===== src/rtl/input_queue_route.sv =====
// input_queue_route: router input queue with dimension-order (X, then Y, then Z) route
// computation done at enqueue time.
//
// Ports:
//   clk        - sole clock, rising edge
//   rst        - asynchronous active-low reset (clears pointers and count only)
//   in_flit    - incoming flit; destination coordinates live in the low 3*COORD_W bits
//   in_valid   - in_flit is valid this cycle
//   in_ready   - queue accepts a flit this cycle (not full)
//   out_flit   - head flit, zero when empty
//   out_route  - head flit's output direction, zero (INJECT) when empty
//   out_valid  - head flit is valid
//   out_avail  - downstream switch slot is free; head is consumed when high with out_valid
module input_queue_route #(
  parameter int unsigned FLIT_SIZE    = 82,
  parameter int unsigned ROUTE_LEN    = 3,
  parameter int unsigned input_Q_size = 5,
  parameter int unsigned COORD_W      = 4,
  parameter int unsigned cur_x        = 0,
  parameter int unsigned cur_y        = 0,
  parameter int unsigned cur_z        = 0
) (
  input  logic                 clk,
  input  logic                 rst,
  input  logic [FLIT_SIZE-1:0] in_flit,
  input  logic                 in_valid,
  output logic                 in_ready,
  output logic [FLIT_SIZE-1:0] out_flit,
  output logic [ROUTE_LEN-1:0] out_route,
  output logic                 out_valid,
  input  logic                 out_avail
);

  localparam int unsigned PtrW = (input_Q_size > 1) ? $clog2(input_Q_size) : 1;
  localparam int unsigned CntW = $clog2(input_Q_size + 1);

  localparam logic [PtrW-1:0] LastPtr = PtrW'(input_Q_size - 1);
  localparam logic [CntW-1:0] Depth   = CntW'(input_Q_size);

  localparam logic [COORD_W-1:0] CurX = COORD_W'(cur_x);
  localparam logic [COORD_W-1:0] CurY = COORD_W'(cur_y);
  localparam logic [COORD_W-1:0] CurZ = COORD_W'(cur_z);

  localparam logic [ROUTE_LEN-1:0] RouteXPos  = ROUTE_LEN'(1);
  localparam logic [ROUTE_LEN-1:0] RouteYPos  = ROUTE_LEN'(2);
  localparam logic [ROUTE_LEN-1:0] RouteZPos  = ROUTE_LEN'(3);
  localparam logic [ROUTE_LEN-1:0] RouteXNeg  = ROUTE_LEN'(4);
  localparam logic [ROUTE_LEN-1:0] RouteYNeg  = ROUTE_LEN'(5);
  localparam logic [ROUTE_LEN-1:0] RouteZNeg  = ROUTE_LEN'(6);
  localparam logic [ROUTE_LEN-1:0] RouteEject = ROUTE_LEN'(7);

  logic [PtrW-1:0] rd_ptr_q, rd_ptr_d;
  logic [PtrW-1:0] wr_ptr_q, wr_ptr_d;
  logic [CntW-1:0] count_q, count_d;

  // Storage is deliberately not reset; validity is tracked by count_q alone.
  logic [FLIT_SIZE-1:0] flit_mem [input_Q_size];
  logic [ROUTE_LEN-1:0] route_mem[input_Q_size];

  logic [COORD_W-1:0]   dst_x, dst_y, dst_z;
  logic [ROUTE_LEN-1:0] in_route;
  logic                 push, pop;

  assign dst_x = in_flit[3*COORD_W-1:2*COORD_W];
  assign dst_y = in_flit[2*COORD_W-1:COORD_W];
  assign dst_z = in_flit[COORD_W-1:0];

  // Route is resolved on the incoming flit and stored alongside it, so the head's route
  // never depends on whatever is currently on in_flit.
  always_comb begin
    in_route = RouteEject;
    if (dst_x != CurX) begin
      in_route = (dst_x > CurX) ? RouteXPos : RouteXNeg;
    end else if (dst_y != CurY) begin
      in_route = (dst_y > CurY) ? RouteYPos : RouteYNeg;
    end else if (dst_z != CurZ) begin
      in_route = (dst_z > CurZ) ? RouteZPos : RouteZNeg;
    end
  end

  assign in_ready  = (count_q != Depth);
  assign out_valid = (count_q != '0);
  assign push      = in_valid && in_ready;
  assign pop       = out_valid && out_avail;

  always_comb begin
    rd_ptr_d = rd_ptr_q;
    wr_ptr_d = wr_ptr_q;
    count_d  = count_q;
    if (push) begin
      wr_ptr_d = (wr_ptr_q == LastPtr) ? '0 : wr_ptr_q + 1'b1;
    end
    if (pop) begin
      rd_ptr_d = (rd_ptr_q == LastPtr) ? '0 : rd_ptr_q + 1'b1;
    end
    unique case ({push, pop})
      2'b10:   count_d = count_q + 1'b1;
      2'b01:   count_d = count_q - 1'b1;
      default: count_d = count_q;
    endcase
  end

  always_ff @(posedge clk or negedge rst) begin
    if (!rst) begin
      rd_ptr_q <= '0;
      wr_ptr_q <= '0;
      count_q  <= '0;
    end else begin
      rd_ptr_q <= rd_ptr_d;
      wr_ptr_q <= wr_ptr_d;
      count_q  <= count_d;
    end
  end

  always_ff @(posedge clk) begin
    if (push) begin
      flit_mem[wr_ptr_q]  <= in_flit;
      route_mem[wr_ptr_q] <= in_route;
    end
  end

  always_comb begin
    out_flit  = '0;
    out_route = '0;
    if (out_valid) begin
      out_flit  = flit_mem[rd_ptr_q];
      out_route = route_mem[rd_ptr_q];
    end
  end

endmodule


===== config.mk =====
export PLATFORM = sky130hd
export DESIGN_NAME = input_queue_route
export DESIGN_NICKNAME = d
export VERILOG_FILES = /design/src/rtl/input_queue_route.sv
export SDC_FILE = /design/constraint.sdc
export NUM_CORES = 1
export LEC_CHECK = 0
export CAP_MARGIN = 20
export CELL_PAD_IN_SITES_DETAIL_PLACEMENT = 0
export CELL_PAD_IN_SITES_GLOBAL_PLACEMENT = 1
export CORE_MARGIN = 2
export CORE_UTILIZATION = 49
export CTS_CLUSTER_SIZE = 20
export DETAILED_ROUTE_END_ITERATION = 7
export GPL_ROUTABILITY_DRIVEN = 0
export PLACE_DENSITY = 0.76
export SLEW_MARGIN = 40
export SYNTH_ARGS = -nofsm -noshare
export SYNTH_HDL_FRONTEND = slang
export SYNTH_SLANG_ARGS = --single-unit

===== constraint.sdc =====
create_clock -name clk -period 14.3 [get_ports clk]
set_input_delay 2.86 -clock clk [delete_from_list [all_inputs] [get_ports clk]]
set_output_delay 2.86 -clock clk [all_outputs]
set_load 0.05 [all_outputs]

# Yosys cells after proc, flatten, opt, wreduce, memory -nomap -nowiden
# Memory sizes are Yosys's and may differ from the RTL's.
# Index checks and enable logic that the tools add are counted.
[classes]
shift = 0
n_reduce_logical = 7
eq_ne = 5
mul = 0
n_div = 0
magnitude_cmp = 3
addsub = 4
n_bitwise = 0
muxes = 13
[op_table]
columns = ["op", "count"]
rows = [
  ["82-bit two-way mux", 1],
  ["3-bit two-way mux", 9],
  ["4-bit by 1-bit greater-than comparator with 1-bit output, second input constant", 3],
  ["4-bit nonzero test", 3],
  ["3-bit by 1-bit adder with 3-bit output, second input constant", 3],
  ["3-bit equality test, second input constant", 2],
  ["3-bit one-hot mux with 2 select lines", 1],
  ["3-bit != test, second input constant", 1],
  ["3-bit nonzero test", 1],
  ["3-bit by 1-bit subtractor with 3-bit output, second input constant", 1],
  ["2-bit by 1-bit equality test with 1-bit output, second input constant", 1],
  ["2-bit equality test, second input constant", 1],
  ["1-bit logical AND", 2],
  ["1-bit two-way mux", 2],
  ["2-bit nonzero test", 1],
]
[word_totals]
register_bits = 9
n_memories = 2
latchBits = 0
input_bits = 86
rom_bits = 0
out_inout_bits = 87
word_cells = 37
mem_bits_rw = 425
[mem_list]
columns = ["name", "words", "word_bits", "rd", "rd_clocked_by_memory_dff", "write_ports", "line", "source"]
rows = [
  ["flit_mem", 5, 82, 1, 0, 1, "57", "logic [FLIT_SIZE-1:0] flit_mem [input_Q_size];"],
  ["route_mem", 5, 3, 1, 0, 1, "58", "logic [ROUTE_LEN-1:0] route_mem[input_Q_size];"],
]

# Longest topological paths before layout
[logic_depth]
word_depth = 5
mapped_depth = 8

# Worst setup path after synthesis
# OpenSTA, ideal clock, no wires.
[synth_path]
path_kind = "input to register"
start = "input in_valid"
end = "memory flit_mem[4][0], enable pin"
slack_ns = 1.760
stages = 2
setup_time_ns = 0.767
arrival_ns = 11.773
required_ns = 13.533
path_cell_list = "nand2_1 -> nor4b_1"
[synth_via]
elab_chain_len = 3
[synth_lines]
columns = ["item", "line", "source"]
rows = [
  ["start: declaration", "26", "input logic in_valid,"],
  ["1-bit logical AND", "83", "assign push = in_valid && in_ready;"],
  ["1-bit two-way mux", "116", "if (push) begin"],
  ["1-bit two-way mux (implied by the code)", "117", "flit_mem[wr_ptr_q] <= in_flit;"],
  ["end: declaration", "57", ""],
]
# No other way between the ends.

# Worst setup path after layout
[layout_path]
start = "register rd_ptr_q[1]"
end = "output out_flit[33]"
[layout_via]
elab_chain_len = 2
[layout_lines]
columns = ["item", "line", "source"]
rows = [
  ["start: declaration", "52", "logic [PtrW-1:0] rd_ptr_q, rd_ptr_d;"],
  ["start signal: assignment", "109", "rd_ptr_q <= rd_ptr_d;"],
  ["memory read 5 x 82 bit", "n/a", ""],
  ["82-bit two-way mux", "125", "if (out_valid) begin"],
  ["end: declaration", "28", "output logic [FLIT_SIZE-1:0] out_flit,"],
]
# No other way between the ends.

==> impl_metrics.csv <==
group,metric,value,unit
synth,syn_inst,776,
timing,tightest_slew,804,ps
synth,syn-num-nets,868,
worst_setup_path,critical_path_buf_inv_count,2,
pwr,share_seq_of_total_power,36.0,%
pwr,netSwitchingPower,1.80,mW
synth,synthFlopType,"edfxtp_1",
route,wl,31200,µm
place,numPortBuffers,172,
worst_setup_path,worst_setup_path_end_kind,"primary output",
pwr,p_sw_share,37.5,%
pwr,share_comb_of_total_power,41.8,%
final_layout,drive_above_1_share,16.6,%
pwr,p_leak,6.56,nW
clock_network,cts_root_buffer,"clkbuf_16",
route,ant_nets,0,
place,dp_hpwl,17200,µm
worst_setup_path,r2r_slack,11540,ps
clock_network,h-tree-depth,2,
global_route,antenna_found_initial,2,
global_route,grt_pass1_wl,47600,µm
route,wl_per_cell,21.4,µm
floorplanning,die-area,0.0354,mm²
synth,yosysWarnings,0,
floorplanning,die_y,188,µm
global_route,grt_pass1_vias,8171,
pwr,powerDensity,237,mW/mm²
final_layout,nNetsFinal,1066,
synth,yosys.cell_types.count,32,
clock_network,clock_latency,530,ps
outcome,outcome,"finished, final reports clean",
worst_setup_path,crit_arrival,3520,ps
final_layout,area_growth,21.8,%
floorplanning,fp.dieW,188,µm
synth,synthesis.area,0.0166,mm²
route,drc_errors,0,
floorplanning,start_util,49.7,%
final_layout,layout_commonest_cell,"edfxtp_1",
floorplanning,coreArea,0.0334,mm²
timing,min_period,6380,ps
route,vias,7903,
final_layout,most-common-layout-cells,"edfxtp_1, clkdlybuf4s50_1, nor2_1",
synth,ys_seq_elements,434,
synth,async_flop_share,2.07,%
global_route,overflow,0,
worst_setup_path,crit_type,"flop to primary output",
timing,rsz0062_at_grt,"false",
timing,fin_skew,11.2,ps
synth,synth_edf_count,425,
clock_network,clkTransAtPathRegs,60,ps
final_layout,finalInstanceArea,0.0203,mm²
timing,fmax,157,MHz
worst_setup_path,max_stage_delay,830,ps
timing,finalSetupTns,0,ps
worst_setup_path,crit_chain,"buf_4 -> mux4_2 -> mux2i_1 -> nor2_1 -> clkdlybuf4s50_1",
clock_network,cts_max_path_buffers,3,
route,viasPerCell,5.44,
worst_setup_path,path_max_fanout,53,
clock_network,cts_tree,"built",
worst_setup_path,crit_family,"buffers and inverters",
timing,setup_violations,0,
flow_run,maxCapViolations,0,
clock_network,cts_resized,0,
synth,synth.avg_cell_area,21.4,µm²
timing,finalHoldViolCount,0,
clock_network,cts.sinks,434,
timing,slew_violations,0,
pwr,vdd_drop_max,0.176,mV
timing,finalCritPeriodShare,44.6,%
floorplanning,io_pins,173,
place,placed_cells,1376,
pwr,clockPowerShare,22.3,%
global_route,grt_use_total,17.7,%
timing,relSlewSlack,46.4,%
worst_setup_path,worstSetupStartpointType,"flop",
pwr,internal-power,3.00,mW
clock_network,cts_made_buffers,44,
clock_network,post_cts_buffers,0,
final_layout,stdcell_count,1454,
place,place_area,0.0189,mm²
synth,seq_area_frac_synth,78.1,%
worst_setup_path,slowest_stage,"clkdlybuf4s50_1",
floorplanning,std_cell_rows,67,
worst_setup_path,cp.required,11440,ps
route,drt_iter0_markers,541,
route,drt_pass1_iterations,5,
clock_network,hold_buffers,0,
worst_hold_path,hold_path.class,"flop to flop",
global_route,grt_max_degree,66,
cells in the mapped netlist, types with 2 or more instances:
library cell | number | area share, %
buf_1 | 6 | 0.14
buf_2 | 17 | 0.51
buf_6 | 2 | 0.14
buf_8 | 2 | 0.18
clkbuf_1 | 10 | 0.23
dfrtp_1 | 9 | 1.4
edfxtp_1 | 425 | 77
ha_1 | 5 | 0.38
inv_1 | 9 | 0.20
mux2_2 | 2 | 0.14
mux2i_1 | 86 | 5.2
mux4_2 | 85 | 12
nand2b_1 | 2 | 0.075
nand3_1 | 2 | 0.060
nor2_1 | 87 | 2.0
nor4_1 | 7 | 0.26
o21ai_0 | 4 | 0.12
xor2_1 | 2 | 0.11
metrics by stage:
step / power (mW) / util [%] / hold slack [ps] / worst slack, ps
6_report: 4.80 / 60.6 / 543 / 7920
5_1_grt: 5.01 / 60.6 / 560 / 7700
4_1_cts: 4.87 / 60.6 / 553 / 7830
3_5_place_dp: 3.80 / 56.6 / 543 / 8390
3_3_place_gp: 3.77 / 56.4 / 537 / 7800
2_1_floorplan: 3.20 / - / 486 / 1760
registers in the layout, summed over array words and instances (netlist names):
signal     count
flit_mem     410
count_q        3
route_mem     15
wr_ptr_q       3
rd_ptr_q       3
worst reg2reg max path: stages, from the launching register on:
cell and delay (ps):
dfrtp_1 450, nand3b_1 190, nand2_1 290, nor4_2 300
buf_4 500, buf_4 650
cell families after synthesis:
| logic type | Yosys count | synth area share, % |
|---|---|---|
| muxes | 173 | 16.8 |
| and+or+nand+nor | 103 | 2.55 |
| xor gates and xnor gates | 3 | 0.158 |
| adders and majority gates | 6 | 0.496 |
| AOI/OAI and AO/OA | 9 | 0.346 |
| DFF | 434 | 78.1 |
| buffers and inverters | 48 | 1.56 |
power groups by stage:
stage                     clock, mW  sequential (mW)  combinational (mW)
after floorplan                   0             1.74                1.46
after global placement            0             1.78                1.99
after detailed placement          0             1.76                2.04
after CTS                      1.10             1.73                2.04
after global routing           1.14             1.75                2.12
final                          1.07             1.73                2.01
final timing paths:
check | start | end | depth (start not counted)
min in group asynchronous | rst | wr_ptr_q[2] | 1
setup reg to reg | count_q[0] | flit_mem[2][51] | 5
hold reg to reg | count_q[2] | count_q[2] | 1
hold / removal | count_q[2] | count_q[2] | 1
max in group asynchronous | rst | rd_ptr_q[2] | 1
setup / recovery | rd_ptr_q[1] | out_flit[33] | 5
final cells by class:
cell class | instances | area (µm²)
Fill cell | 2402 | 13200
Sequential cell | 434 | 13000
Multi-Input combinational cell | 294 | 3420
Timing Repair Buffer | 191 | 1900
Clock buffer | 62 | 1200
Tap cell | 448 | 561
Clock inverter | 15 | 139
Inverter | 9 | 33.8
Antenna cell | 1 | 2.50
metal layers:
layer,GRT usage [%],routed length (µm),vias to the layer above
met2,29.6,15700,222
met5,0,13,-
met1,24.4,13300,4091
met4,4.33,500,2
li1,-,-,3550
met3,3.15,1650,38
No activity file was read; power rests on OpenSTA's default activity.
==> RTL change, RTL diff (same flow settings) <==
The parameter `ROUTE_LEN` goes from 3 to 5.
--- a/src/rtl/input_queue_route.sv
+++ b/src/rtl/input_queue_route.sv
@@ -13,7 +13,7 @@
 //   out_avail  - downstream switch slot is free; head is consumed when high with out_valid
 module input_queue_route #(
   parameter int unsigned FLIT_SIZE    = 82,
-  parameter int unsigned ROUTE_LEN    = 3,
+  parameter int unsigned ROUTE_LEN    = 5,
   parameter int unsigned input_Q_size = 5,
   parameter int unsigned COORD_W      = 4,
   parameter int unsigned cur_x        = 0,
Interface: changed (resized out_route); port bits go from 173 to 175. No check against the original RTL was run, so the function may have changed too.
==> RTL change against the unedited design <==
Synthesized area increased by 0.11%. Final area increased by 0.75%. Sequential cell count unchanged. Largest power group unchanged. Total power increased by 1.9%. Worst hold slack improved by 0.034 ns. Utilization increased by 0.30 points. Routed wire length increased by 1.6%. Highest routed layer unchanged. Setup slack improved by 0.17 ns. First-iteration DRC count increased by 3.7%.
==> RTL change: results <==
layout:
  clk_share: 0.0707
  sh_seq_area: 0.637
  nClkBuffers: 54
  antenna_cells: 0
  nets: 1067
  multi_input_area_share: 0.168
  fin_util: 0.609
clock_network:
  numCtsBuffers: 43
timing:
  holdWs_ns: 0.577
  max_slew_margin: 0.484
global_route:
  grt_pass1_wl_mm: 49.2
  grt_max_degree: 75
  grt_pass1_vias: 8403
  grtUsageMet2: 0.308
  gr-usage-met1: 0.251
worst_setup_path:
  r2r_end: "flit_mem[2][14]"
  cp_data_arrival_time_ns: 3.35
  slowest_delay_ns: 0.86
  worstPathMaxFanout: 68
power:
  p_int_w: 0.00307
  leakagePower_nw: 6.63
  powerClk_w: 0.00114
yosys:
  synth.yosys.seq_area_share: 0.780
  synth.distinct_cells: 33
  syn_avg_cell_area_sq_um: 21.4
  yosys-top-cells-area: "edfxtp_1 (77%), mux4_2 (11%), mux2i_1 (5.2%)"
placed_design:
  hpwl_mm: 17.6
  place_inst: 1378
run_status:
  outcome: "finished clean"
routing:
  drt-initial-drc-count: 561
  routedWlPerCell_um: 21.8
## RTL change: cell families (layout without fill, tap and decap cells)
| kind of cell | count (synthesis) | after routing | synth area share |
|---|---|---|---|
| and+or+nand+nor | 103 | 103 | 0.0255 |
| AOI/OAI and AO/OA | 9 | 9 | 0.00346 |
| DFF | 434 | 434 | 0.780 |
| adders and majority gates | 6 | 6 | 0.00496 |
| muxes | 173 | 173 | 0.168 |
| xor gates and xnor gates | 3 | 3 | 0.00158 |
| other | 1 | 2 | 0.000225 |
| buffers and inverters | 50 | 278 | 0.0165 |
## RTL change: worst register-to-register path, cell delays in order (launching register included)
cell,delay (ns)
dfrtp_1,0.45
nand3b_1,0.17
nand2_1,0.28
nor4_2,0.25
buf_4,0.57
buf_4,0.75
## RTL change: routing by layer
layer  share of wire  vias up
met3           0.057       41
met2            0.50      218
met4           0.015        4
met5         0.00085        -
li1                -     3545
met1            0.42     4164
